<file path="src/rtl/cordic_vectoring.sv">
// rtl/cordic_vectoring.sv - iterative CORDIC vectoring core: signed (x,y) to magnitude and atan2 phase
module cordic_vectoring #(
    parameter int DATA_WIDTH  = 16,
    parameter int ANGLE_WIDTH = 32,
    parameter int ITERATIONS  = 12
) (
    input  logic                   clk,
    input  logic                   rst,
    input  logic                   in_valid,
    output logic                   in_ready,
    input  logic [DATA_WIDTH-1:0]  x_in,
    input  logic [DATA_WIDTH-1:0]  y_in,
    output logic                   out_valid,
    input  logic                   out_ready,
    output logic [DATA_WIDTH-1:0]  mag_out,
    output logic [ANGLE_WIDTH-1:0] phase_out
);

    localparam int XW = DATA_WIDTH + 3;
    localparam int CW = (ITERATIONS > 1) ? $clog2(ITERATIONS) : 1;
    localparam int PW = XW + 17;
    localparam logic [16:0] INV_GAIN = 17'd39797;
    localparam logic [ANGLE_WIDTH-1:0] PI_CODE = {1'b1, {(ANGLE_WIDTH-1){1'b0}}};

    typedef enum logic [2:0] {
        S_IDLE  = 3'd0,
        S_PRE   = 3'd1,
        S_ITER  = 3'd2,
        S_SCALE = 3'd3,
        S_DONE  = 3'd4
    } state_t;

    // Elaboration-time arctan entry: pi maps to 2^(ANGLE_WIDTH-1), rounded to nearest.
    function automatic logic [ANGLE_WIDTH-1:0] atan_entry(input int i);
        real r;
        r = $atan(2.0 ** (-i)) / 3.14159265358979323846 * (2.0 ** (ANGLE_WIDTH - 1));
        return ANGLE_WIDTH'(longint'($floor(r + 0.5)));
    endfunction

    logic [ANGLE_WIDTH-1:0] atan_lut [ITERATIONS];

    for (genvar g = 0; g < ITERATIONS; g++) begin : g_lut
        assign atan_lut[g] = atan_entry(g);
    end

    state_t                  state_q, state_d;
    logic signed [XW-1:0]    x_q, x_d;
    logic signed [XW-1:0]    y_q, y_d;
    logic [ANGLE_WIDTH-1:0]  z_q, z_d;
    logic [CW-1:0]           iter_q, iter_d;
    logic                    zero_q, zero_d;
    logic [DATA_WIDTH-1:0]   mag_q, mag_d;
    logic [ANGLE_WIDTH-1:0]  phase_q, phase_d;
    logic                    valid_q, valid_d;

    logic signed [XW-1:0]    x_sh;
    logic signed [XW-1:0]    y_sh;
    logic [XW-2:0]           x_mag;
    logic [PW-1:0]           prod;
    logic [XW:0]             mag_full;
    logic [DATA_WIDTH-1:0]   mag_sat;

    assign x_sh = x_q >>> iter_q;
    assign y_sh = y_q >>> iter_q;

    // x is non-negative after the pre-rotation; clamp defensively before gain compensation.
    assign x_mag    = x_q[XW-1] ? '0 : x_q[XW-2:0];
    assign prod     = PW'(x_mag) * PW'(INV_GAIN) + PW'(32768);
    assign mag_full = (XW+1)'(prod >> 16);
    assign mag_sat  = (|mag_full[XW:DATA_WIDTH]) ? {DATA_WIDTH{1'b1}} : mag_full[DATA_WIDTH-1:0];

    always_comb begin
        state_d = state_q;
        x_d     = x_q;
        y_d     = y_q;
        z_d     = z_q;
        iter_d  = iter_q;
        zero_d  = zero_q;
        mag_d   = mag_q;
        phase_d = phase_q;
        valid_d = valid_q;
        case (state_q)
            S_IDLE: begin
                if (in_valid) begin
                    x_d     = {{3{x_in[DATA_WIDTH-1]}}, x_in};
                    y_d     = {{3{y_in[DATA_WIDTH-1]}}, y_in};
                    zero_d  = (x_in == '0) && (y_in == '0);
                    state_d = S_PRE;
                end
            end
            S_PRE: begin
                // Fold the left half-plane onto the right; +pi and -pi share one code.
                if (x_q[XW-1]) begin
                    x_d = -x_q;
                    y_d = -y_q;
                    z_d = PI_CODE;
                end else begin
                    z_d = '0;
                end
                iter_d  = '0;
                state_d = S_ITER;
            end
            S_ITER: begin
                if (!y_q[XW-1]) begin
                    x_d = x_q + y_sh;
                    y_d = y_q - x_sh;
                    z_d = z_q + atan_lut[iter_q];
                end else begin
                    x_d = x_q - y_sh;
                    y_d = y_q + x_sh;
                    z_d = z_q - atan_lut[iter_q];
                end
                iter_d = iter_q + CW'(1);
                if (iter_q == CW'(ITERATIONS - 1)) begin
                    state_d = S_SCALE;
                end
            end
            S_SCALE: begin
                // The rotation sequence for (0,0) still accumulates z, so force an exact zero phase.
                mag_d   = mag_sat;
                phase_d = zero_q ? '0 : z_q;
                valid_d = 1'b1;
                state_d = S_DONE;
            end
            S_DONE: begin
                if (out_ready) begin
                    valid_d = 1'b0;
                    state_d = S_IDLE;
                end
            end
            default: begin
                state_d = S_IDLE;
            end
        endcase
    end

    always_ff @(posedge clk) begin
        if (rst) begin
            state_q <= S_IDLE;
            x_q     <= '0;
            y_q     <= '0;
            z_q     <= '0;
            iter_q  <= '0;
            zero_q  <= 1'b0;
            mag_q   <= '0;
            phase_q <= '0;
            valid_q <= 1'b0;
        end else begin
            state_q <= state_d;
            x_q     <= x_d;
            y_q     <= y_d;
            z_q     <= z_d;
            iter_q  <= iter_d;
            zero_q  <= zero_d;
            mag_q   <= mag_d;
            phase_q <= phase_d;
            valid_q <= valid_d;
        end
    end

    assign in_ready  = (state_q == S_IDLE);
    assign out_valid = valid_q;
    assign mag_out   = mag_q;
    assign phase_out = phase_q;

endmodule
</file>
<file path="config.mk">
export PLATFORM = sky130hd
export DESIGN_NAME = cordic_vectoring
export DESIGN_NICKNAME = d
export VERILOG_FILES = /design/src/rtl/cordic_vectoring.sv
export SDC_FILE = /design/constraint.sdc
export NUM_CORES = 1
export LEC_CHECK = 0
export CAP_MARGIN = 20
export CORE_MARGIN = 1
export CORE_UTILIZATION = 40
export DETAILED_ROUTE_END_ITERATION = 6
export GPL_TIMING_DRIVEN = 1
export PLACE_DENSITY_LB_ADDON = 0.2
export REMOVE_ABC_BUFFERS = 1
export SLEW_MARGIN = 20
export SYNTH_ARGS = -nofsm -noshare
export SYNTH_HDL_FRONTEND = slang
export SYNTH_SLANG_ARGS = --single-unit
</file>
<file path="constraint.sdc">
create_clock -name clk -period 9.9 [get_ports clk]
set_input_delay 1.98 -clock clk [delete_from_list [all_inputs] [get_ports clk]]
set_output_delay 1.98 -clock clk [all_outputs]
set_load 0.02 [all_outputs]
</file>
==> results of run 1 <==
worst min-delay path: cells and delay by family, from the launching register on:
kind	cells	cell delay, ns
simple gates	1	0.05
compound gates	1	0.05
flops	1	0.31
per-layer routing:
layer  track usage  part of all wire  vias to the layer above  wire [um]
li1              -                 -                     7795          -
met1         0.310              0.46                     7633      24200
met2         0.378              0.47                      424      24700
met3        0.0361             0.049                       99       2610
met4        0.0806             0.028                        0       1460
met5             0                 0                        -          0
cell usage in the layout, fill, tap and decap left out, types with 27 or more instances in the layout:
master	Yosys	routed
a211oi_1	33	33
a21o_1	37	37
a21oi_1	176	176
a31oi_1	27	27
clkdlybuf4s50_1	0	84
dfxtp_1	127	122
fa_1	114	114
ha_1	208	208
inv_1	240	240
mux4_2	32	32
nand2_1	163	163
nand2b_1	30	30
nand3b_1	35	35
nor2_1	195	192
nor3_1	62	62
o21ai_0	95	95
xnor2_1	86	86
xor2_1	64	64
state kept, by name, indices dropped and copies added, names as in the netlist:
register   cells
x_q           19
mag_out       16
z_q           32
out_valid      1
iter_q         4
y_q           19
zero_q         1
state_q        3
phase_out     32
cell families (layout without fill, tap and decap cells):
group,count (synthesis),after routing,synth area share
and+or+nand+nor,643,643,0.174
adders and majority gates,322,322,0.267
xor gates and xnor gates,150,150,0.0718
DFF,127,127,0.139
AOI/OAI and AO/OA,534,534,0.188
other,0,1,0
buffers and inverters,371,380,0.0817
muxes,84,84,0.0787
stage by stage:
step	util	instances	hold WS, ns	power (W)
6_report	0.449	2833	0.450	0.00584
3_3_place_gp	0.436	2802	0.440	0.00516
3_5_place_dp	0.436	2802	0.444	0.00519
4_1_cts	0.448	2832	0.452	0.00590
2_1_floorplan	-	2104	0.443	0.00413
5_1_grt	0.448	2832	0.470	0.00653
synthesized netlist by cell type, types with 6 or more instances:
library cell	n
inv_1	240
ha_1	208
nor2_1	195
a21oi_1	176
nand2_1	163
dfxtp_1	127
fa_1	114
o21ai_0	95
clkbuf_1	88
xnor2_1	86
xor2_1	64
nor3_1	62
a21o_1	37
nand3b_1	35
a211oi_1	33
mux4_2	32
nand2b_1	30
a31oi_1	27
nand3_1	26
mux2i_1	25
o21a_1	21
nor2b_1	19
a22oi_1	18
buf_1	17
and2_1	15
mux2_2	15
nor4_1	15
or3_1	15
nand4_1	14
o21bai_1	14
o31ai_1	14
buf_2	13
a221oi_1	12
or2_2	12
o211ai_1	11
a21boi_0	10
and3_1	10
mux4_1	10
nor3b_1	10
o22ai_1	9
a211o_1	6
o211a_1	6
path summary, 6_finish.rpt:
| path | startpoint | end | slack, ns | cells past startpoint |
|---|---|---|---|---|
| setup / recovery | x_q[18] | mag_out[15] | 2.50 | 23 |
| hold / removal | phase_out[29] | phase_out[29] | 0.45 | 2 |
| setup reg to reg | x_q[18] | mag_out[15] | 2.50 | 23 |
| hold reg to reg | phase_out[29] | phase_out[29] | 0.45 | 2 |
where the power goes:
group / internal, W / switching, W
registers: 0.000556 / 0.000102
logic: 0.00190 / 0.00266
clock network: 0.000351 / 0.000283
area by class of cell:
class,instances,area (sq um),share of cell area
Inverter,244,916,0.0457
Tap cell,592,741,0.0369
Clock buffer,19,443,0.0221
Multi-Input combinational cell,1733,14300,0.712
Sequential cell,127,2550,0.127
Timing Repair Buffer,106,1010,0.0502
Antenna cell,1,2.50,0.000125
Clock inverter,11,111,0.00555
==> metrics.yaml, run 1 <==
design_area_sq_um: 20000
viasPerCell: 5.63
preCtsSetupSlack_ns: 2.41
synth_edf_count: 0
num-fill-cells: 4467
required_ns: 10.20
grt_pass1_vias: 15800
dieWidth_um: 216
vias: 16000
cts_root_buffer: "clkbuf_16"
ys.flop_type: "dfxtp_1"
worst_pin_slew_ns: 1.04
maxSlewViolCount: 0
wl_per_cell_um: 18.7
cellPowerDensity_nw_per_um2: 291
path_delay_family: "adder cells"
routed_wl_um: 53000
ys_ff_latch: 127
slowest_stage: "nor4_4"
maxCapViolCount: 0
grt_usage: 0.232
hp-class: "flip-flop to flip-flop"
syn_to_final_growth_pct: 9.59
cts_tree: "built"
drive_above_1_share: 0.0656
route.detailed.drc: 7
start_kind: "flip-flop"
grt_overflow: 0
postSynthAreaPerCell_sq_um: 8.20
clock_path_buffers: 2
setup-violations-final: 0
synth_top_area_frac: 0.142
fin_crit_ns: 7.40
max_freq_mhz: 135
ys_types: 88
dp_hpwl_um: 40900
cts_hold_repair.buffers: 0
grt_pass1_wl_um: 86400
dieArea_sq_um: 46600
drtIter0Drc: 1312
start_util: 0.409
dieHeight_um: 216
cts_htree_levels: 4
crit_arrival_ns: 7.71
finalNetCount: 2587
synth_top_cell_by_area: "ha_1"
grt_max_degree: 69
num_io_pins: 86
dr.pass1.iters: 7
worstPathCellList: "buf_4 > nand2b_1 > inv_1 > ha_1 > a21oi_1 > fa_1 > fa_1 > inv_1 > ha_1 > fa_1 > inv_1 > fa_1 > inv_1 > ha_1 > a211o_1 > a21oi_1 > o21ai_0 > a221oi_2 > o21ai_0 > a311oi_2 > o221ai_1 > nor4_4 > a211oi_1"
clk_pin_slew_ns: 0.06
fin_setup_tns_ns: 0
cts_made_buffers: 17
placed_area_sq_um: 19500
violations: "DRC"
finalWorstSetupSlack_ns: 2.50
status: "complete, but fails checks"
rsz0062_at_grt: "false"
core_sq_um: 44700
grt_antenna_before_repair: 2
ir_drop_mv: 0.478
skew_ns: 0.0277
synthArstFlopShare: 0
setup.worst_path.class: "flip-flop to flip-flop"
ant_nets: 0
syn_area_sq_um: 18300
clock_latency_ns: 0.49
critPathCaptureType: "flip-flop"
syn-instance-count: 2231
port_buffers: 85
rows: 77
synthTopCellsByArea: "ha_1 14%, dfxtp_1 14%, fa_1 12%"
yosys_warnings: 0
cts.sink_count: 127
leakage_nw: 8.91
period_share: 0.748
place_congestion: 0.901
post_cts_buffers: 0
slew-limit-headroom: 0.302
crit_buf_inv: 5
yosysSeqAreaShare: 0.139
hold_violations: 0
crit_path_max_fanout: 24
max_stage_delay_ns: 0.80
cts_resized: 0
Note: power is estimated with default switching activity, not from simulation.
==> run 2, diff against run 1 <==
- clock period: 9.9 -> 6.04 ns (I/O delays scaled with it)
==> run 2 against run 1 <==
Net effect:
- the run now ends clean
- global-route usage grew 0.47 points
- die area is the same
- first-iteration DRC count is 14% lower
- non-clock buffer count up 140
- routed wire length rose by 2.9%
- cell area grew 8.2%
- via count is 3.4% higher
- largest cell class unchanged
- register-to-register slack got worse by 2.4 ns
==> metrics.yaml, run 2 (synthesized netlist as in run 1, its figures left out) <==
clock_path_buffers: 2  # unchanged
dr.pass1.iters: 7  # unchanged
dieArea_sq_um: 46600  # unchanged
setup-violations-final: 0  # unchanged
dieHeight_um: 216  # unchanged
grt_overflow: 0  # unchanged
cts_htree_levels: 4  # unchanged
cellPowerDensity_nw_per_um2: 516  # was 291 nW/um^2
grt_pass1_vias: 16400  # was 15800
hp-class: "flip-flop to flip-flop"  # unchanged
clk_pin_slew_ns: 0.06  # about the same
design_area_sq_um: 21700  # was 20000 sq um
slew-limit-headroom: 0.278  # was 0.302
finalPower_w: 0.0112  # was 0.00584 W
rows: 77  # unchanged
finalNetCount: 2727  # was 2587
crit_arrival_ns: 6.29  # was 7.71 ns
placed_area_sq_um: 20500  # was 19500 sq um
fin_crit_ns: 5.94  # was 7.40 ns
maxCapViolCount: 0  # unchanged
drive_above_1_share: 0.157  # was 0.0656
num_io_pins: 86  # unchanged
cts_tree: "built"  # unchanged
dieWidth_um: 216  # unchanged
finalWorstSetupSlack_ns: 0.0997  # was 2.50 ns
final_util: 0.485  # was 0.449
fin_cells: 2974  # was 2833
clock_latency_ns: 0.49  # about the same
syn_to_final_growth_pct: 18.5  # was 9.59%
cts_hold_repair.buffers: 0  # unchanged
grt_usage: 0.237  # was 0.232
final_common_cell: "inv_1"  # unchanged
grt_pass1_wl_um: 88100  # was 86400 um
period_share: 0.983  # was 0.748
place_congestion: 0.937  # was 0.901
core_sq_um: 44700  # unchanged
drtIter0Drc: 1127  # was 1312
hold_violations: 0  # unchanged
max_freq_mhz: 168  # was 135 MHz
crit_path_max_fanout: 8  # was 24
routed_wl_um: 54500  # was 53000 um
cts_made_buffers: 17  # unchanged
cts.sink_count: 127  # unchanged
dp_hpwl_um: 42300  # was 40900 um
required_ns: 6.39  # was 10.20 ns
start_util: 0.409  # unchanged
start_kind: "flip-flop"  # unchanged
wl_per_cell_um: 18.3  # was 18.7 um
viasPerCell: 5.55  # was 5.63
skew_ns: 0.0153  # was 0.0277 ns
mostFrequentLayoutCells: "223 x inv_1, 195 x ha_1, 187 x nor2_1, 169 x a21oi_1, 163 x nand2_1"  # was 240 x inv_1, 208 x ha_1, 192 x nor2_1, 176 x a21oi_1, 163 x nand2_1
antenna_cells: 0  # was 1
route.detailed.drc: 0  # was 7
maxSlewViolCount: 0  # unchanged
preCtsSetupSlack_ns: -0.234  # was 2.41 ns
place_inst: 2930  # was 2802
cts_root_buffer: "clkbuf_16"  # unchanged
vias: 16500  # was 16000
critPathCaptureType: "flip-flop"  # unchanged
leakage_nw: 9.69  # was 8.91 nW
port_buffers: 85  # unchanged
num-fill-cells: 4326  # was 4467
worst_pin_slew_ns: 1.07  # was 1.04 ns
setup.worst_path.class: "flip-flop to flip-flop"  # unchanged
grt_antenna_before_repair: 1  # was 2
rsz0062_at_grt: "true"  # was false
ant_nets: 0  # unchanged
grt_max_degree: 64  # was 69
ir_drop_mv: 0.702  # was 0.478 mV
status: "finished clean"  # was complete, but fails checks
## run 2: cell count changes in the layout (fill, tap and decap cells not counted), moves of 6 or more
cell	before	now
a21oi_1	176	169
a21oi_2	0	6
buf_4	22	147
buf_6	0	10
dfxtp_1	122	115
ha_1	208	195
ha_4	0	13
inv_1	240	223
inv_2	2	18
nand2b_1	30	16
nand2b_4	0	11
## run 2: timing repair
action | 4_1_cts | 5_1_grt
setup endpoints to repair | 16 | 20
pin swaps | 6 | 59
gates cloned | 0 | 2
setup buffers | 1 | 8
resized for setup | 12 | 105
## run 2: stage by stage
step	setup TNS (ns)	hold WS [ns]
floorplan	-16.67	0.443
global placement	-2.72	0.440
detailed placement	-3.63	0.446
CTS	0	0.455
global route	-2.35	0.475
finish	0	0.450
## run 2: final cells by class
cell class	count	area, sq um	share of cell area
multi-input cells	1733	14700	0.679
flip-flops and latches	127	2560	0.118
repair buffers	246	2160	0.0995
inverters	244	920	0.0424
well taps	592	741	0.0342
clock buffers	20	467	0.0215
clock inverters	12	111	0.00513
## run 2: where the power goes
group / switching (W) / total, W / internal [W]
Combinational: 0.00495 / 0.00912 / 0.00416
Sequential: 0.000123 / 0.00104 / 0.000914
Clock: 0.000444 / 0.00104 / 0.000597
Total: 0.00552 / 0.0112 / 0.00567
## run 2: routing by layer
layer	GRT usage	up-vias	wire (um)
met4	0.0825	2	1490
met1	0.307	7972	24300
met2	0.401	367	26500
met3	0.0314	91	2200
li1	-	8062	-
met5	0	-	13
## run 2: worst max-delay path, stage by stage, from the launching register on
cell,delay (ns)
dfxtp_4,0.38
buf_12,0.14
nand2b_4,0.16
buf_6,0.12
fa_2,0.39
fa_1,0.54
inv_2,0.04
fa_1,0.49
inv_2,0.04
fa_1,0.51
inv_1,0.05
fa_1,0.51
inv_2,0.05
fa_1,0.51
inv_2,0.05
ha_4,0.21
a21oi_2,0.10
o21bai_1,0.09
a21oi_2,0.19
o22ai_2,0.10
a311oi_2,0.27
o221ai_2,0.18
nor4_4,0.40
buf_6,0.20
a211oi_1,0.08
## run 2: worst paths after layout
| path | startpoint | end | slack, ns | cells after the start |
|---|---|---|---|---|
| worst min-delay path | phase_out[24] | phase_out[24] | 0.45 | 2 |
| worst max register to register | x_q[18] | mag_out[13] | 0.1 | 24 |
| worst max-delay path | x_q[18] | mag_out[13] | 0.1 | 24 |
| worst min register to register | phase_out[24] | phase_out[24] | 0.45 | 2 |
==> run 3, diff against run 2 <==
- HOLD_SLACK_MARGIN: not set -> 0.05
- SLEW_MARGIN: 20 -> not set
==> run 3 against run 2 <==
Net effect:
- clock power hardly changed
- critical path depth did not move
- count of clock-buffer cells in the layout unchanged
- non-clock buffer count up 1
- final cell count is essentially flat
- via count grew 0.21%
- cell area about the same
- maximum frequency is essentially flat
- critical path type unchanged
- largest cell class unchanged
- largest power group unchanged
==> metrics.yaml, run 3 (synthesized netlist as in run 1, its figures left out) <==
worst_pin_slew_ns: 1.09  # was 1.07 ns
reg2reg_slack_ns: 0.1  # about the same
min_to: "phase_out[18]"  # was phase_out[24]
finalPower_w: 0.0112  # about the same
pwr-share-comb: 0.814  # about the same
sw_frac_of_total: 0.493  # about the same
routed_wl_um: 54600  # was 54500 um
reg2reg_to: "mag_out[13]"  # unchanged
clk_pin_slew_ns: 0.06  # about the same
drtIter0Drc: 1175  # was 1127
viasPerCell: 5.55  # about the same
mostFrequentLayoutCells: "223 x inv_1, 195 x ha_1, 187 x nor2_1, 169 x a21oi_1, 163 x nand2_1"  # unchanged
grt_overflow: 0  # unchanged
skew_ns: 0.0150  # was 0.0153 ns
grt_pass1_wl_um: 88100  # unchanged
critPathCaptureType: "flip-flop"  # unchanged
place_congestion: 0.937  # unchanged
num_io_pins: 86  # unchanged
clock_latency_ns: 0.49  # about the same
crit_path_max_fanout: 8  # unchanged
cts_hold_repair.buffers: 0  # unchanged
fin_crit_ns: 5.94  # about the same
dr.pass1.iters: 5  # was 7
start_kind: "flip-flop"  # unchanged
max_freq_mhz: 168  # about the same
clock_path_buffers: 2  # unchanged
grt_antenna_before_repair: 1  # unchanged
wl_per_cell_um: 18.3  # about the same
rr_startpoint: "x_q[18]"  # unchanged
setup.worst_path.class: "flip-flop to flip-flop"  # unchanged
dieWidth_um: 216  # unchanged
dieHeight_um: 216  # unchanged
clockPowerShare: 0.093  # about the same
cts_made_buffers: 17  # unchanged
dp_hpwl_um: 42300  # unchanged
cellPowerDensity_nw_per_um2: 516  # about the same
finalNetCount: 2728  # was 2727
grt_usage: 0.237  # unchanged
setup-violations-final: 0  # unchanged
internal_power_w: 0.00567  # about the same
cts.sink_count: 127  # unchanged
maxCapViolCount: 0  # unchanged
power.switching_w: 0.00552  # about the same
drive_above_1_share: 0.157  # about the same
critPathLaunch: "x_q[18]"  # unchanged
route.detailed.drc: 0  # unchanged
final_common_cell: "inv_1"  # unchanged
final_util: 0.486  # was 0.485
hold_violations: 0  # unchanged
syn_to_final_growth_pct: 18.6  # was 18.5%
grt_max_degree: 64  # unchanged
vias: 16500  # about the same
crit_arrival_ns: 6.29  # about the same
seq_power_share: 0.093  # about the same
ir_drop_mv: 0.702  # about the same
maxSlewViolCount: 0  # unchanged
grt_pass1_vias: 16400  # unchanged
hold_depth: 2  # unchanged
cts_tree: "built"  # unchanged
rsz0062_at_grt: "true"  # unchanged
start_util: 0.409  # unchanged
ant_nets: 0  # unchanged
port_buffers: 85  # unchanged
required_ns: 6.39  # about the same
cts_htree_levels: 4  # unchanged
dieArea_sq_um: 46600  # unchanged
hp-class: "flip-flop to flip-flop"  # unchanged
rows: 77  # unchanged
period_share: 0.983  # about the same
worstRegToRegCells: 24  # unchanged
hold_path_startpoint: "phase_out[18]"  # was phase_out[24]
core_sq_um: 44700  # unchanged
status: "finished clean"  # unchanged
leakage_nw: 9.70  # was 9.69 nW
cts_root_buffer: "clkbuf_16"  # unchanged
slew-limit-headroom: 0.266  # was 0.278
## run 3: cell types whose count changed in the layout (fill, tap and decap cells not counted)
| cell | before | now |
|---|---|---|
| buf_8 | 1 | 2 |
| diode_2 | 0 | 1 |
| dfxtp_2 | 9 | 8 |
| dfxtp_1 | 115 | 116 |
## run 3: power by group through the flow
stage | logic (W) | clock network, W | registers [W]
after global placement | 0.00830 | 0 | 0.00104
after detailed placement | 0.00842 | 0 | 0.00104
after global routing | 0.0102 | 0.00111 | 0.00105
after CTS | 0.00855 | 0.00107 | 0.00102
final | 0.00912 | 0.00104 | 0.00104
after floorplan | 0.00571 | 0 | 0.00106
## run 3: final cells by class
class,instances,area [sq um]
clock buffers,20,467
fillers,4323,23000
repair buffers,247,2170
well taps,592,741
diodes,1,2.50
multi-input cells,1733,14700
inverters,244,920
flip-flops and latches,127,2560
clock inverters,12,111
## run 3: layer usage
metal	vias up	share of wire	global-route usage
li1	8072	-	-
met1	7978	0.45	0.307
met2	385	0.49	0.401
met3	94	0.041	0.0314
met4	0	0.028	0.0825
met5	-	0	0
## run 3: critical path, cell delays in order (launching register included)
cell and delay [ns]:
dfxtp_4 0.38, buf_12 0.14, nand2b_4 0.16, buf_6 0.12
fa_2 0.39, fa_1 0.54, inv_2 0.04, fa_1 0.49
inv_2 0.04, fa_1 0.51, inv_1 0.05, fa_1 0.51
inv_2 0.05, fa_1 0.51, inv_2 0.05, ha_4 0.21
a21oi_2 0.10, o21bai_1 0.09, a21oi_2 0.19, o22ai_2 0.10
a311oi_2 0.28, o221ai_2 0.18, nor4_4 0.40, buf_6 0.20
a211oi_1 0.07
## run 3: per-stage QoR
stage	setup WS (ns)	instance area, sq um	TNS, ns	instances	hold WS [ns]
after floorplan	-0.831	17700	-16.67	2104	0.443
after global placement	-0.176	20500	-2.72	2930	0.440
after detailed placement	-0.234	20500	-3.63	2930	0.446
after CTS	0.00697	21100	0	2963	0.455
after global routing	-0.160	21700	-2.35	2975	0.475
final	0.0999	21700	0	2976	0.451
## run 3: worst max path at each step
stage | end | slack (ns) | cells after the start
after floorplan | mag_out[10] | -0.83 | 22
after global placement | mag_out[10] | -0.18 | 23
after detailed placement | mag_out[0] | -0.23 | 25
after CTS | mag_out[12] | 0.007 | 24
after global routing | mag_out[15] | -0.16 | 22
final | mag_out[13] | 0.1 | 24
## run 3: timing repair
| action | CTS | global route |
|---|---|---|
| pin swaps | 6 | 59 |
| buffers inserted | 1 | 8 |
| endpoints found under the setup margin | 16 | 20 |
| resized for setup | 12 | 105 |
| cloned | 0 | 2 |
